$ cat config.mk
export PLATFORM = sky130hd
export DESIGN_NAME = clk_freq_meter_module
export DESIGN_NICKNAME = d
export VERILOG_FILES = /design/src/rtl/clk_freq_meter_module.sv
export SDC_FILE = /design/constraint.sdc
export NUM_CORES = 1
export LEC_CHECK = 0
export BUFFER_PORTS_ARGS = -buffer_cell sky130_fd_sc_hd__buf_4
export CAP_MARGIN = 0
export CORE_UTILIZATION = 50
export DETAILED_ROUTE_END_ITERATION = 6
export GPL_TIMING_DRIVEN = 1
export HOLD_SLACK_MARGIN = 0.08
export PLACE_DENSITY = 0.71
export SLEW_MARGIN = 40
export SYNTH_ARGS = -nofsm -noshare
export SYNTH_HDL_FRONTEND = slang
export SYNTH_SLANG_ARGS = --single-unit
$ cat constraint.sdc
create_clock -name i_sysclk -period 3.28 [get_ports i_sysclk]
set_input_delay 0.328 -clock i_sysclk [delete_from_list [all_inputs] [get_ports i_sysclk]]
set_output_delay 0.328 -clock i_sysclk [all_outputs]
set_load 0.02 [all_outputs]
$ cat src/rtl/clk_freq_meter_module.sv
// clk_freq_meter_module: counts rising edges of an async signal per gate window and measures its period.
`timescale 1ns/1ps
module clk_freq_meter_module #(
  parameter int unsigned P_GATE_CNT    = 1000,
  parameter int          P_COUNT_WIDTH = 16
) (
  input  logic                     i_sysclk,
  input  logic                     i_sysrst,
  input  logic                     i_en,
  input  logic                     i_signal,
  output logic [P_COUNT_WIDTH-1:0] o_edge_cnt,
  output logic                     o_valid,
  output logic                     o_ovf,
  output logic                     o_no_signal,
  output logic [P_COUNT_WIDTH-1:0] o_period,
  output logic                     o_period_valid
);
  localparam logic [31:0]              GATE_LAST = 32'(P_GATE_CNT - 1);
  localparam logic [P_COUNT_WIDTH-1:0] MAX       = '1;
  localparam logic [P_COUNT_WIDTH-1:0] ONE       = P_COUNT_WIDTH'(1);
  (* ASYNC_REG = "TRUE" *) logic r_s1;
  (* ASYNC_REG = "TRUE" *) logic r_s2;
  logic                     r_s3;
  logic [31:0]              r_gate;
  logic [P_COUNT_WIDTH-1:0] r_edge;
  logic [P_COUNT_WIDTH-1:0] r_per;
  logic [P_COUNT_WIDTH-1:0] edge_nxt;
  logic                     r_sat;
  logic                     sat_nxt;
  logic                     r_armed;
  logic                     w_pos;
  logic                     w_close;
  always_comb begin
    w_pos    = r_s2 & ~r_s3;
    w_close  = i_en && (r_gate == GATE_LAST);
    edge_nxt = (w_pos && r_edge != MAX) ? r_edge + ONE : r_edge;
    sat_nxt  = r_sat | (w_pos && r_edge == MAX);
  end
  // synchronizer free-runs so a level already present at enable is never seen as an edge
  always_ff @(posedge i_sysclk or posedge i_sysrst)
    if (i_sysrst) {r_s1, r_s2, r_s3} <= '0;
    else          {r_s1, r_s2, r_s3} <= {i_signal, r_s1, r_s2};
  always_ff @(posedge i_sysclk or posedge i_sysrst)
    if (i_sysrst) begin
      r_gate         <= '0;
      r_edge         <= '0;
      r_sat          <= 1'b0;
      r_per          <= '0;
      r_armed        <= 1'b0;
      o_edge_cnt     <= '0;
      o_valid        <= 1'b0;
      o_ovf          <= 1'b0;
      o_no_signal    <= 1'b0;
      o_period       <= '0;
      o_period_valid <= 1'b0;
    end else if (!i_en) begin
      r_gate         <= '0;
      r_edge         <= '0;
      r_sat          <= 1'b0;
      r_per          <= '0;
      r_armed        <= 1'b0;
      o_valid        <= 1'b0;
      o_period_valid <= 1'b0;
    end else begin
      r_gate         <= w_close ? '0 : r_gate + 32'd1;
      r_edge         <= w_close ? '0 : edge_nxt;
      r_sat          <= w_close ? 1'b0 : sat_nxt;
      o_valid        <= w_close;
      if (w_close) begin
        o_edge_cnt  <= edge_nxt;
        o_ovf       <= sat_nxt;
        o_no_signal <= (edge_nxt == '0);
      end
      r_per          <= w_pos ? ONE : (r_per == MAX ? r_per : r_per + ONE);
      r_armed        <= r_armed | w_pos;
      o_period_valid <= w_pos & r_armed;
      if (w_pos && r_armed) o_period <= r_per;
    end
endmodule

==> results of run 1 <==
==> report_power, final <==
part	switching (mW)	internal, mW	leakage, nW	total [mW]
Combinational	0.0645	0.0342	0.944	0.0988
Clock	0.459	0.290	0.0864	0.749
Sequential	0.0144	1.31	1.45	1.32
==> critical path: stages, from the launching register on <==
cell and delay [ns]:
dfrtp_1 0.49, ha_1 0.26, nand4_1 0.17, or4_4 0.47, a211o_1 0.30, a211oi_1 0.35
nand4_1 0.13, o21ai_1 0.13
==> cell type report <==
cell class / count / area, µm² / area share
sequential: 105 / 2630 / 0.469
multi-input combinational: 365 / 2230 / 0.397
clock buffer: 11 / 131 / 0.0234
timing repair buffer: 48 / 378 / 0.0674
clock inverter: 5 / 45.0 / 0.00804
inverter: 8 / 35.0 / 0.00625
tap: 129 / 161 / 0.0288
==> through the flow <==
stage / cells / hold WS [ns] / power (mW) / util
detailed placement: 653 / 0.340 / 1.45 / 0.574
CTS: 670 / 0.114 / 2.20 / 0.593
floorplan: 495 / 0.331 / 1.41 / -
global placement: 653 / 0.336 / 1.45 / 0.574
global route: 671 / 0.224 / 2.26 / 0.595
finish: 671 / 0.243 / 2.17 / 0.595
==> worst max-delay path by stage <==
stage / start / end / slack [ns] / cells past startpoint
after floorplan: i_sysrst / o_edge_cnt[0] / 0.19 / 1
after global placement: r_edge[0] / o_no_signal / 1.04 / 7
after detailed placement: r_edge[0] / o_no_signal / 0.99 / 7
after CTS: r_edge[0] / o_no_signal / 0.96 / 7
after global routing: r_edge[0] / o_edge_cnt[3] / 0.65 / 7
final: r_edge[0] / o_no_signal / 0.91 / 7
==> state kept, by name, summed over array words and instances, names as in the netlist <==
| register | cells |
|---|---|
| r_gate | 32 |
| o_no_signal | 1 |
| o_period | 16 |
| o_period_valid | 1 |
| r_s3 | 1 |
| r_s2 | 1 |
| o_valid | 1 |
| o_ovf | 1 |
| o_edge_cnt | 16 |
| r_sat | 1 |
| r_per | 16 |
| r_edge | 16 |
| r_armed | 1 |
| r_s1 | 1 |
==> cell usage after synthesis, drive strengths merged, types with 2 or more instances <==
master	instances	area, µm²
xnor2	26	228
nor2b	3	18.8
clkbuf	10	37.5
nand2b	2	12.5
a211oi	4	30.0
and3	12	76.3
o21ai	18	90.1
mux2i	8	80.1
buf	7	35.0
nand3	25	125
nand3b	2	15.0
nor3	17	85.1
nor4	19	131
nand2	39	146
and4	5	45.0
nor4b	4	35.0
nor3b	2	15.0
a21oi	12	60.1
or2	2	12.5
ha	3	37.5
or4	2	18.8
nor2	85	319
dfrtp	105	2630
mux2	14	158
xor2	22	193
nand4	14	103
inv	8	30.0
o31a	2	18.8
or3	7	43.8
and2	5	31.3
==> cell families after synthesis <==
family	after synthesis
flops	105
xor+xnor	48
compound gates	45
buf+inv	25
simple gates	247
fa+ha+maj	3
mux	22
==> routing by layer <==
| layer | GRT usage | up-vias | share of wire |
|---|---|---|---|
| li1 | - | 1807 | - |
| met1 | 0.287 | 1820 | 0.48 |
| met2 | 0.317 | 73 | 0.47 |
| met3 | 0.0442 | 10 | 0.041 |
| met4 | 0.0491 | 0 | 0.0095 |
| met5 | 0 | - | 0 |
==> timing repair <==
item	in CTS	in global routing
endpoints found under the setup margin	0	0
resized for setup	0	0
hold endpoints to repair	1	50
hold buffers	1	1
==> impl_metrics.yaml, run 1 <==
synth:
  synth_compound_area_frac: 0.0553
  ys_types: 48
  ys_ff_latch: 105
  yosysSeqAreaShare: 0.531
  synth_cells: 495
  synth_nets: 502
  synth_xor_xnor_area_share: 0.0849
  async_reset_ff_frac: 1.00
  synth.area.mux_share: 0.0480
  ys_warn_count: 0
  netlist_area_um2: 4950
  synth_fa_ha_area_frac: 0.00758
  synth_edf_count: 0
  ys.flop_type: "dfrtp_1"
  avgSynthCellArea_um2: 10.0
  synth_top_family_by_area: "simple AND/OR/NAND/NOR gates"
  synth-simple-area-share: 0.253
route:
  drtIter0Drc: 191
  vias_per_cell: 5.53
  post-route-drc-count: 0
  dr.pass1.iters: 5
  wl_per_cell_um: 14.1
  vias: 3710
  routed_wl_um: 9490
  ant_nets: 0
finish:
  nNetsFinal: 544
  fin_area_um2: 5610
  final_common_cell: "dfrtp_1"
  layout-drive-gt1-share: 0.157
  layout_common_cells: "dfrtp_1, nor2_1, buf_4"
  nFillCells: 812
  syn2layout_area_growth_pct: 13.2
  antenna_cells: 0
timing:
  timing.final.crit_period_ns: 2.37
  period_share: 0.724
  tns_ns: 0
  clock.fmax_ghz: 0.421
  setup_viol: 0
  rsz0062_at_grt: "no"
  setup_ws_ns: 0.906
  fin_skew_ns: 0.0150
  tightest_slew_ns: 0.587
  hold_viol: 0
  slew_violations: 0
  slew_headroom: 0.605
place:
  port_buffers: 39
  placed_area_um2: 5400
  hpwlAfterDp_um: 6540
  post-place-ws_ns: 0.986
  gp_congestion: 0.855
critical_path:
  cp-start-kind: "flop"
  crit_type: "reg -> reg"
  worst_r2r_path_depth: 7
  r2r_end: "o_no_signal"
  worstSetupEndpointType: "flop"
  reg2reg_from: "r_edge[0]"
  cp.required_ns: 3.57
  ff2ff_setup_slack_ns: 0.91
  crit_fanout: 8
  cp.arrival_ns: 2.66
pwr:
  ir_drop_mv: 0.191
  p_leak_nw: 2.48
  p_per_area_nw_per_um2: 387
clocking:
  cts_root_buffer: "clkbuf_8"
  path_clk_slew_ns: 0.10
  cts_max_level: 3
  postCtsSetupBuffers: 0
  clk_latency_ns: 0.37
  numClockSinks: 105
  cts_tree: "done"
  cts_buffer_depth: 2
  cts_buffers: 9
global_routing:
  grt-ovfl-total: 0
  grt_use_total: 0.202
  grt_pass1_wl_um: 16300
  grt_max_degree: 62
  antenna_found_initial: 0
  grt_pass1_vias: 3451
floorplan:
  initial_core_util: 0.526
  ioPinCount: 40
  core_area_um2: 9420
  design.die.area_um2: 10300
  die_h_um: 102
  core.rowCount: 35
  die_w_um: 102
outcome:
  outcome: "complete, no violations"
hold_path:
  min_to: "r_armed"
  hold_class: "in -> reg"
  worstHoldStart: "i_en"
  holdPathStages: 2
run:
  drv_cap: 0
Power figures use the tool's default switching activity.
==> run 2, diff against run 1 <==
ABC_AREA = 1   (was unset)
PLACE_DENSITY = 0.68   (was 0.71)
clock period = 2.35 ns   (was 3.28 ns; I/O delays follow)
==> run 2 against run 1 <==
Net effect:
- worst setup slack lost 0.55 ns
- non-clock buffer count fell by 1
- cell area rose by 6.9%
- cell count increased by 26%
- clock skew is 0.0022 ns higher
- largest power group unchanged
==> impl_metrics.yaml, run 2 <==
finish:
  final_cells: 844
  utilization: 0.580
  largest_register_ffs: 32
  regMostFlops: "r_gate"
  antenna_cells: 0
  layout-drive-gt1-share: 0.154
  layout_common_cells: "nand2_1, dfrtp_1, nor2_1"
  syn2layout_area_growth_pct: 12.9
  nNetsFinal: 711
  final_common_cell: "nand2_1"
clocking:
  cts_tree: "done"
  numClockSinks: 105
  clk_latency_ns: 0.37
  cts_buffer_depth: 2
  cts_buffers: 9
  cts_root_buffer: "clkbuf_8"
  path_clk_slew_ns: 0.10
  cts-resized-gates: 0
  cts_max_level: 3
global_routing:
  use_met3: 0.0412
  grt_max_degree: 106
  grt_use_total: 0.218
  grt_pass1_wl_um: 19200
  grt_pass1_vias: 4135
  antenna_found_initial: 0
  met1_usage: 0.306
  gr-max-usage-layer: "met2"
  grt-ovfl-total: 0
  grt_util_met2: 0.345
hold_path:
  hold_class: "in -> reg"
  worstHoldStart: "i_en"
  holdPathStages: 3
  min_to: "r_armed"
floorplan:
  core_area_um2: 10300
  die_h_um: 105
  die_w_um: 105
  design.die.area_um2: 11000
  ioPinCount: 40
  initial_core_util: 0.514
  core.rowCount: 37
synth:
  synth_edf_count: 0
  synth_nets: 666
  ys.flop_type: "dfrtp_1"
  ys_types: 38
  synthMostInstantiatedCell: "nand2_1"
  synth_cells: 659
  avgSynthCellArea_um2: 8.05
  synth.top_cells.by_count: "nand2_1, dfrtp_1, nor2_1"
  synth_area_leaders: "dfrtp_1, nand2_1, nor2_1, inv_1, o21ai_0"
  netlist_area_um2: 5310
  synth_area_leader_cell: "dfrtp_1"
  async_reset_ff_frac: 1.00
  ys_warn_count: 0
  ys_ff_latch: 105
  yosysSeqAreaShare: 0.495
  netlist.area_leader.share: 0.495
critical_path:
  worstSetupEndpointType: "flop"
  r2r_end: "r_gate[8]"
  reg2reg_from: "r_gate[0]"
  crit_type: "reg -> reg"
  crit_fanout: 25
  cp.required_ns: 2.58
  critPathMostFrequentCell: "nand2_1"
  cp_cell_sequence: "ha_1, nand2_1, inv_1, nand2_1, nor2_1, nand2_1, nor2_4, nor2_1, inv_1, buf_12, a311oi_1"
  cp.arrival_ns: 2.22
  cp-start-kind: "flop"
  worst_r2r_path_depth: 11
  critPathMaxStageDelay_ns: 0.39
  cp_slowest_cell: "dfrtp_1"
  ff2ff_setup_slack_ns: 0.35
pwr:
  p_leak_nw: 2.75
  p_sw_uw: 798
  p_per_area_nw_per_um2: 538
  swShare: 0.248
  power.internal_mw: 2.43
  clkPwrFrac: 0.338
  report.power.total_mw: 3.22
  seqPwrFrac: 0.584
  pwr-share-comb: 0.078
  ir_drop_mv: 0.393
timing:
  slew_headroom: 0.527
  hold_viol: 0
  setup_viol: 0
  rsz0062_at_grt: "no"
  tightest_slew_ns: 0.708
  slew_violations: 0
  fin_skew_ns: 0.0171
  period_share: 0.849
  holdWs_ns: 0.221
  clock.fmax_ghz: 0.501
  timing.final.crit_period_ns: 2.00
  tns_ns: 0
outcome:
  outcome: "complete, no violations"
place:
  placed_cells: 827
  gp_congestion: 0.927
  port_buffers: 39
  hpwlAfterDp_um: 8080
route:
  post-route-drc-count: 0
  drtIter0Drc: 214
  routed_wl_um: 11100
  vias_per_cell: 5.12
  ant_nets: 0
  dr.pass1.iters: 5
  vias: 4321
  wl_per_cell_um: 13.2
run:
  drv_cap: 0
## run 2: through the flow
stage               cell area [µm²]  setup WS [ns]
floorplan                      5310          0.724
global placement               5780          0.429
detailed placement             5780          0.372
CTS                            5990          0.331
global route                   5990          0.107
finish                         5990          0.354
## run 2: layout make-up
cell class,instances,area [µm²]
fillers,927,4330
flip-flops and latches,105,2630
multi-input cells,453,2290
repair buffers,47,383
inverters,88,334
well taps,136,170
clock buffers,10,128
clock inverters,5,57.6
## run 2: worst max path at each step
stage / from / endpoint
6_report: r_gate[0] / r_gate[8]
5_1_grt: r_gate[0] / r_gate[8]
4_1_cts: r_gate[0] / r_gate[8]
3_5_place_dp: r_gate[0] / r_gate[8]
3_3_place_gp: r_gate[0] / r_gate[8]
2_1_floorplan: r_edge[0] / o_no_signal
## run 2: kinds of logic after synthesis
logic type                 count (synthesis)  synth area share
and+or+nand+nor                          343             0.306
buffers and inverters                    101            0.0731
AOI/OAI and AO/OA                         93            0.0958
DFF                                      105             0.495
xor gates and xnor gates                  14            0.0231
adders and majority gates                  3           0.00708
## run 2: repair_timing
| item | 4_1_cts | 5_1_grt |
|---|---|---|
| hold buffers | 2 | 0 |
| endpoints found under the hold margin | 106 | 0 |
| setup buffers | 0 | 0 |
## run 2: routing by layer
metal / up-vias / routed length (µm)
met3: 12 / 451
met1: 2031 / 5360
met2: 89 / 5190
met5: - / 0
met4: 0 / 128
li1: 2189 / -
## run 2: power by group through the flow
stage                     Combinational (mW)  Sequential (mW)  Clock (mW)
final                                  0.252             1.88        1.09
after global routing                   0.282             1.89        1.20
after CTS                              0.257             1.88        1.13
after detailed placement               0.254             1.92           0
after global placement                 0.249             1.92           0
after floorplan                        0.114             1.95           0
## run 2: critical path: cells and delay by family, from the launching register on
family | cells | cell delay [ns]
AOI/OAI and AO/OA | 1 | 0.07
adders and majority gates | 1 | 0.19
buffers and inverters | 3 | 0.54
DFF | 1 | 0.39
and+or+nand+nor | 6 | 0.66
